[src/rtl/status_monitor_if.sv]
// Status strobe input and record drain handshake for status_monitor.
// slave: the monitor side; master: the core/host side.
interface status_monitor_if #(
  parameter int CNT_WIDTH = 16
) ();
  logic [1:0]           i_status;
  logic                 i_status_valid;
  logic                 o_rec_valid;
  logic [CNT_WIDTH+1:0] o_rec_data;
  logic                 i_rec_ready;

  modport master (
    output i_status,
    output i_status_valid,
    output i_rec_ready,
    input  o_rec_valid,
    input  o_rec_data
  );

  modport slave (
    input  i_status,
    input  i_status_valid,
    input  i_rec_ready,
    output o_rec_valid,
    output o_rec_data
  );
endinterface

[src/rtl/status_monitor.sv]
// Retire status monitor: seq-numbered record FIFO, per-class counters,
// halt latch and done. Optional watchdog: STATUS_MONITOR_WDT_EN.
// Ports: i_clk, i_rst (async high), bus (status in, record out),
// o_r_cnt/o_i_cnt, o_halt_code, o_halted, o_done, o_drop, o_timeout.
module status_monitor #(
  parameter int FIFO_DEPTH = 8,
  parameter int CNT_WIDTH  = 16,
  parameter int WDT_CYCLES = 1024
) (
  input  logic                 i_clk,
  input  logic                 i_rst,
  status_monitor_if.slave      bus,
  output logic [CNT_WIDTH-1:0] o_r_cnt,
  output logic [CNT_WIDTH-1:0] o_i_cnt,
  output logic [1:0]           o_halt_code,
  output logic                 o_halted,
  output logic                 o_done,
  output logic                 o_drop,
  output logic                 o_timeout
);
  localparam int AW = $clog2(FIFO_DEPTH);
  localparam int DW = CNT_WIDTH + 2;
  localparam logic [AW:0] PTR_ONE = 1;
  localparam logic [CNT_WIDTH-1:0] CNT_ONE = 1;
  localparam logic [CNT_WIDTH-1:0] CNT_MAX = '1;

  typedef enum logic [1:0] {
    RUN, DRAIN, DONE, TOUT
  } state_t;

  logic [DW-1:0] mem_q [FIFO_DEPTH];

  state_t state_q, state_d;
  logic [AW:0] wr_q, wr_d;
  logic [AW:0] rd_q, rd_d;
  logic [CNT_WIDTH-1:0] seq_q, seq_d;
  logic [CNT_WIDTH-1:0] r_cnt_q, r_cnt_d;
  logic [CNT_WIDTH-1:0] i_cnt_q, i_cnt_d;
  logic [1:0] halt_code_q, halt_code_d;
  logic halted_q, halted_d;
  logic done_q, done_d;
  logic drop_q, drop_d;

  logic empty, full, accept, pop, push;

  assign empty = (wr_q == rd_q);
  assign full  = (wr_q[AW] != rd_q[AW]) &&
                 (wr_q[AW-1:0] == rd_q[AW-1:0]);
  assign accept = bus.i_status_valid && (state_q == RUN);
  assign pop    = !empty && bus.i_rec_ready;
  // A full FIFO still takes the push when the head leaves this edge.
  assign push   = accept && (!full || pop);

`ifdef STATUS_MONITOR_WDT_EN
  localparam int IW = $clog2(WDT_CYCLES) + 1;
  localparam logic [IW-1:0] IDLE_LIM = IW'(WDT_CYCLES - 1);
  localparam logic [IW-1:0] IDLE_ONE = 1;
  logic [IW-1:0] idle_q, idle_d;
  logic timeout_q, timeout_d;
  assign o_timeout = timeout_q;
`else
  assign o_timeout = 1'b0;
`endif

  always_comb begin
    state_d     = state_q;
    wr_d        = wr_q;
    rd_d        = rd_q;
    seq_d       = seq_q;
    r_cnt_d     = r_cnt_q;
    i_cnt_d     = i_cnt_q;
    halt_code_d = halt_code_q;
    halted_d    = halted_q;
    done_d      = done_q;
    drop_d      = drop_q;
`ifdef STATUS_MONITOR_WDT_EN
    idle_d      = idle_q;
    timeout_d   = timeout_q;
`endif
    if (push) wr_d = wr_q + PTR_ONE;
    if (pop)  rd_d = rd_q + PTR_ONE;
    if (accept) begin
      seq_d = seq_q + CNT_ONE;
      if (!push) drop_d = 1'b1;
      if (bus.i_status == 2'b00 && r_cnt_q != CNT_MAX)
        r_cnt_d = r_cnt_q + CNT_ONE;
      if (bus.i_status == 2'b01 && i_cnt_q != CNT_MAX)
        i_cnt_d = i_cnt_q + CNT_ONE;
    end
    unique case (state_q)
      RUN: begin
        if (accept && bus.i_status[1]) begin
          halt_code_d = bus.i_status;
          halted_d    = 1'b1;
          state_d     = DRAIN;
        end
`ifdef STATUS_MONITOR_WDT_EN
        if (accept) begin
          idle_d = '0;
        end else if (idle_q == IDLE_LIM) begin
          state_d   = TOUT;
          timeout_d = 1'b1;
        end else begin
          idle_d = idle_q + IDLE_ONE;
        end
`endif
      end
      DRAIN: begin
        if (empty) begin
          state_d = DONE;
          done_d  = 1'b1;
        end
      end
      TOUT: begin
        if (empty) done_d = 1'b1;
      end
      DONE: ;
      default: state_d = RUN;
    endcase
  end

  always_ff @(posedge i_clk or posedge i_rst) begin
    if (i_rst) begin
      state_q     <= RUN;
      wr_q        <= '0;
      rd_q        <= '0;
      seq_q       <= '0;
      r_cnt_q     <= '0;
      i_cnt_q     <= '0;
      halt_code_q <= 2'b00;
      halted_q    <= 1'b0;
      done_q      <= 1'b0;
      drop_q      <= 1'b0;
`ifdef STATUS_MONITOR_WDT_EN
      idle_q      <= '0;
      timeout_q   <= 1'b0;
`endif
    end else begin
      state_q     <= state_d;
      wr_q        <= wr_d;
      rd_q        <= rd_d;
      seq_q       <= seq_d;
      r_cnt_q     <= r_cnt_d;
      i_cnt_q     <= i_cnt_d;
      halt_code_q <= halt_code_d;
      halted_q    <= halted_d;
      done_q      <= done_d;
      drop_q      <= drop_d;
`ifdef STATUS_MONITOR_WDT_EN
      idle_q      <= idle_d;
      timeout_q   <= timeout_d;
`endif
    end
  end

  always_ff @(posedge i_clk) begin
    if (push) mem_q[wr_q[AW-1:0]] <= {bus.i_status, seq_q};
  end

  assign bus.o_rec_valid = !empty;
  // Zero the head when empty so stale storage never shows on the bus.
  assign bus.o_rec_data  = empty ? '0 : mem_q[rd_q[AW-1:0]];
  assign o_r_cnt     = r_cnt_q;
  assign o_i_cnt     = i_cnt_q;
  assign o_halt_code = halt_code_q;
  assign o_halted    = halted_q;
  assign o_done      = done_q;
  assign o_drop      = drop_q;
endmodule

[src/flat_wrapper.sv]
// flat-port wrapper written by rule: the top's interface ports become plain ports
module status_monitor_flat 
#(
  parameter int FIFO_DEPTH = 8,
  parameter int CNT_WIDTH  = 16,
  parameter int WDT_CYCLES = 1024
)
  (i_clk, i_rst, o_r_cnt, o_i_cnt, o_halt_code, o_halted, o_done, o_drop, o_timeout, bus_i_status, bus_i_status_valid, bus_i_rec_ready, bus_o_rec_valid, bus_o_rec_data);
  status_monitor_if #(.CNT_WIDTH(CNT_WIDTH)) bus_i ();
  input  logic i_clk;
  input  logic i_rst;
  output logic [CNT_WIDTH-1:0] o_r_cnt;
  output logic [CNT_WIDTH-1:0] o_i_cnt;
  output logic [1:0] o_halt_code;
  output logic o_halted;
  output logic o_done;
  output logic o_drop;
  output logic o_timeout;
  input wire logic [$bits(bus_i.i_status)-1:0] bus_i_status;
  input wire logic [$bits(bus_i.i_status_valid)-1:0] bus_i_status_valid;
  input wire logic [$bits(bus_i.i_rec_ready)-1:0] bus_i_rec_ready;
  output wire logic [$bits(bus_i.o_rec_valid)-1:0] bus_o_rec_valid;
  output wire logic [$bits(bus_i.o_rec_data)-1:0] bus_o_rec_data;
  assign bus_i.i_status = bus_i_status;
  assign bus_i.i_status_valid = bus_i_status_valid;
  assign bus_i.i_rec_ready = bus_i_rec_ready;
  assign bus_o_rec_valid = bus_i.o_rec_valid;
  assign bus_o_rec_data = bus_i.o_rec_data;
  status_monitor #(.FIFO_DEPTH(FIFO_DEPTH), .CNT_WIDTH(CNT_WIDTH), .WDT_CYCLES(WDT_CYCLES)) u_core (.i_clk(i_clk), .i_rst(i_rst), .bus(bus_i), .o_r_cnt(o_r_cnt), .o_i_cnt(o_i_cnt), .o_halt_code(o_halt_code), .o_halted(o_halted), .o_done(o_done), .o_drop(o_drop), .o_timeout(o_timeout));
endmodule
[config.mk]
export PLATFORM = sky130hd
export DESIGN_NAME = status_monitor_flat
export DESIGN_NICKNAME = d
export VERILOG_FILES = /design/src/rtl/status_monitor_if.sv /design/src/rtl/status_monitor.sv /design/src/flat_wrapper.sv
export SDC_FILE = /design/constraint.sdc
export NUM_CORES = 1
export LEC_CHECK = 0
export ABC_AREA = 1
export CORE_MARGIN = 2
export CORE_UTILIZATION = 40
export DETAILED_ROUTE_END_ITERATION = 8
export GPL_TIMING_DRIVEN = 0
export SLEW_MARGIN = 0
export SYNTH_ARGS = -nofsm -noshare
export SYNTH_HDL_FRONTEND = slang
export SYNTH_SLANG_ARGS = --single-unit
export TNS_END_PERCENT = 10
[constraint.sdc]
create_clock -name i_clk -period 3.8 [get_ports i_clk]
set_input_delay 0.76 -clock i_clk [delete_from_list [all_inputs] [get_ports i_clk]]
set_output_delay 0.76 -clock i_clk [all_outputs]
set_load 0.005 [all_outputs]
==> results.toml <==
[clocking]
clkLatencyLatePin_ns = 0.51
cts_tree = "yes"
post_cts_resize_count = 0
htreeDepth = 1
clk_pin_slew_worst_paths_ns = 0.06
cts_buffer_depth = 3
cts_made_buffers = 23
cts-root-buf = "clkbuf_16"
cts_sinks = 207
hold_buffers = 0
postCtsSetupRepairBufs = 0

[timing]
fmax_mhz = 281
min_period_ns = 3.55
worst_slew_pin_slew_ns = 0.806
whs_ns = 0.463
finalCritPeriodShare_pct = 93.5
finalSetupTns_ns = 0
setup_violations = 0
setup_slack_ns = 0.247
skew_ns = 0.0101
slew_headroom_pct = 46.3
hold_violations = 0
rsz0062_at_grt = "false"
final_max_slew_viol_count = 0

[setup_path]
rrSetupSlack_ns = 1.15
setup.worst_path.class = "flip-flop to output port"
path_buf_inv = 4
critPathRequiredTime_ns = 3.04
crit_path_start = "u_core.rd_q[0]$_DFFE_PP0P_"
crit_path_end_kind = "output port"
cp_max_fo = 10
critical_path_depth = 8
cp-endpoint = "bus_o_rec_data[14]"
crit_path_frequent_cell = "nor2_1"
worst_path_max_delay_cell = "clkdlybuf4s50_1"
slowest_delay_ns = 0.53
crit_chain = "inv_2 > buf_4 > clkbuf_1 > nor2_1 > o22ai_1 > nor2_1 > nor2_1 > clkdlybuf4s50_1"
reg2reg_depth = 7
r2r-end = "u_core.mem_q[2][15]$_DFFE_PP_"
cp.arrival_ns = 2.79
critPathTopFamily = "buffers and inverters"
cp-start-kind = "flip-flop"
r2r-start = "u_core.state_q[0]$_DFFE_PP0P_"

[synthesis]
seq_area_frac_synth_pct = 64.6
synth_area_um2 = 9140
synthFlopType = "edfxtp_1"
syn_nets = 915
synth_cells = 904
ys_warn_count = 0
synth_cell_types = 32
synth-async-reset-ratio_pct = 30.4
postSynthAreaPerCell_um2 = 10.1
synth-seq-cells = 207
synth_edf_count = 144

[place]
place.gp.congestion = 0.814
hpwl_um = 14500
preCtsSetupSlack_ns = 0.271
portBuffers = 61
placed_cells = 1257

[pwr]
switching_share_pct = 19.8
pwr-share-clk_pct = 47.8
ir_drop_mv = 0.327
p_int_mw = 3.72
p_total_mw = 4.65
combPwrFrac_pct = 0.7
p_per_area_nw_per_um2 = 423
power_switching_mw = 0.922
p_seq_share_pct = 51.5
p_leak_nw = 4.56

[layout]
drive_gt1_share_pct = 8.58
diodes = 0
mostFrequentLayoutCell = "nand2_1"
layout_common_cells = "209 x nand2_1, 164 x nor2_1, 144 x edfxtp_1, 106 x o21ai_0, 63 x dfrtp_1"
layout.nets = 1008
finalNonFillerCells = 1299
area_growth_pct = 20.2

[global_routing]
track_usage_pct = 18.4
grt_max_degree = 64
grt_pass1_vias = 6553
antenna_found_initial = 0
grt-ovfl-total = 0
grt_pass1_wl_um = 34800

[drt]
first_pass_iters = 5
ant_nets = 0
drc = 0
vias = 6480
wl_per_cell_um = 16.4
first_iter_violations = 431
wirelength_um = 21300
via_per_inst = 4.99

[status]
outcome = "finished clean"

[floorplanning]
ioPinCount = 63
die-area_um2 = 24100
core_um2 = 22500
fp.dieH_um = 155
die_w_um = 155
start_util_pct = 40.6
rows = 55

[min_path]
hold_path.class = "flip-flop to flip-flop"

[run]
drv_cap = 0
[worst register-to-register path, delay by kind of cell (launching register included)]
kind / cells / cell delay, ns
buffers and inverters: 4 / 0.92
DFF: 1 / 0.39
and+or+nand+nor: 3 / 1.06
[cell type report]
class | count | area, um^2
Buffer | 38 | 190
Clock buffer | 26 | 587
Clock inverter | 16 | 170
Fill cell | 2070 | 11500
Inverter | 45 | 171
Multi-Input combinational cell | 614 | 2900
Sequential cell | 207 | 5900
Tap cell | 285 | 357
Timing Repair Buffer | 68 | 712
[layer usage]
layer	part of all wire (%)	GRT usage, %	wire [um]	up-vias
met3	4.6	2.28	976	35
met2	48	31.5	10300	153
met4	2.1	4.94	448	0
met1	45	24.8	9580	3080
li1	-	-	-	3212
met5	0	0	0	-
[registers in the layout (all words and copies together) (netlist names)]
signal	count
u_core.wr_q	4
u_core.o_halt_code	2
u_core.o_drop	1
u_core.rd_q	4
u_core.seq_q	16
u_core.o_i_cnt	16
u_core.o_r_cnt	16
u_core.state_q	2
u_core.o_done	1
u_core.mem_q	144
u_core.o_halted	1
[worst min path at each step]
stage | endpoint | start | slack (ns) | cells after the start
6_report | u_core.o_halt_code[1]$_DFFE_PP0P_ | u_core.o_halt_code[1]$_DFFE_PP0P_ | 0.46 | 2
5_1_grt | u_core.o_drop$_DFFE_PP0P_ | u_core.o_drop$_DFFE_PP0P_ | 0.49 | 1
4_1_cts | u_core.o_halt_code[1]$_DFFE_PP0P_ | u_core.o_halt_code[1]$_DFFE_PP0P_ | 0.47 | 2
3_5_place_dp | u_core.o_halt_code[1]$_DFFE_PP0P_ | u_core.o_halt_code[1]$_DFFE_PP0P_ | 0.45 | 2
3_3_place_gp | u_core.o_halt_code[1]$_DFFE_PP0P_ | u_core.o_halt_code[1]$_DFFE_PP0P_ | 0.45 | 2
2_1_floorplan | u_core.state_q[1]$_DFFE_PP0P_ | u_core.state_q[1]$_DFFE_PP0P_ | 0.45 | 2
[power groups by stage]
stage | sequential [mW] | combinational, mW | clock [mW]
6_report | 2.39 | 0.0303 | 2.22
5_1_grt | 2.39 | 0.0358 | 2.35
2_1_floorplan | 2.44 | 0.0156 | 0
3_5_place_dp | 2.44 | 0.0326 | 0
3_3_place_gp | 2.44 | 0.0313 | 0
4_1_cts | 2.39 | 0.0325 | 2.26
[logic make-up (layout without fill, tap and decap cells)]
family                   Yosys count  count (layout)  share of synthesized area, %
AO/OA/AOI/OAI                    133             133                          7.56
other                              1               1                        0.0410
AND/OR/NAND/NOR                  439             439                          19.7
XOR/XNOR                          36              36                          3.53
buffers and inverters             83             193                          3.93
adder cells (fa/ha/maj)            5               5                         0.685
flip-flops                       207             207                          64.6
[cell usage after synthesis (8+ instances only)]
master | n | area share (%)
nand3_1 | 28 | 1.5
edfxtp_1 | 144 | 47
inv_1 | 43 | 1.8
o22ai_1 | 18 | 1.2
nor2_1 | 171 | 7.0
xnor2_1 | 15 | 1.4
o21ai_1 | 8 | 0.44
buf_2 | 10 | 0.55
xor2_1 | 20 | 1.9
dfrtp_1 | 63 | 17
nand2_1 | 209 | 8.6
clkbuf_1 | 18 | 0.74
o21ai_0 | 106 | 5.8
[through the flow]
stage | util (%) | instance area [um^2]
after floorplan | - | 9140
after global placement | 44.9 | 10100
after detailed placement | 45.4 | 10200
after CTS | 48.8 | 11000
after global routing | 48.8 | 11000
final | 48.8 | 11000
No activity file was read; power rests on OpenSTA's default activity.
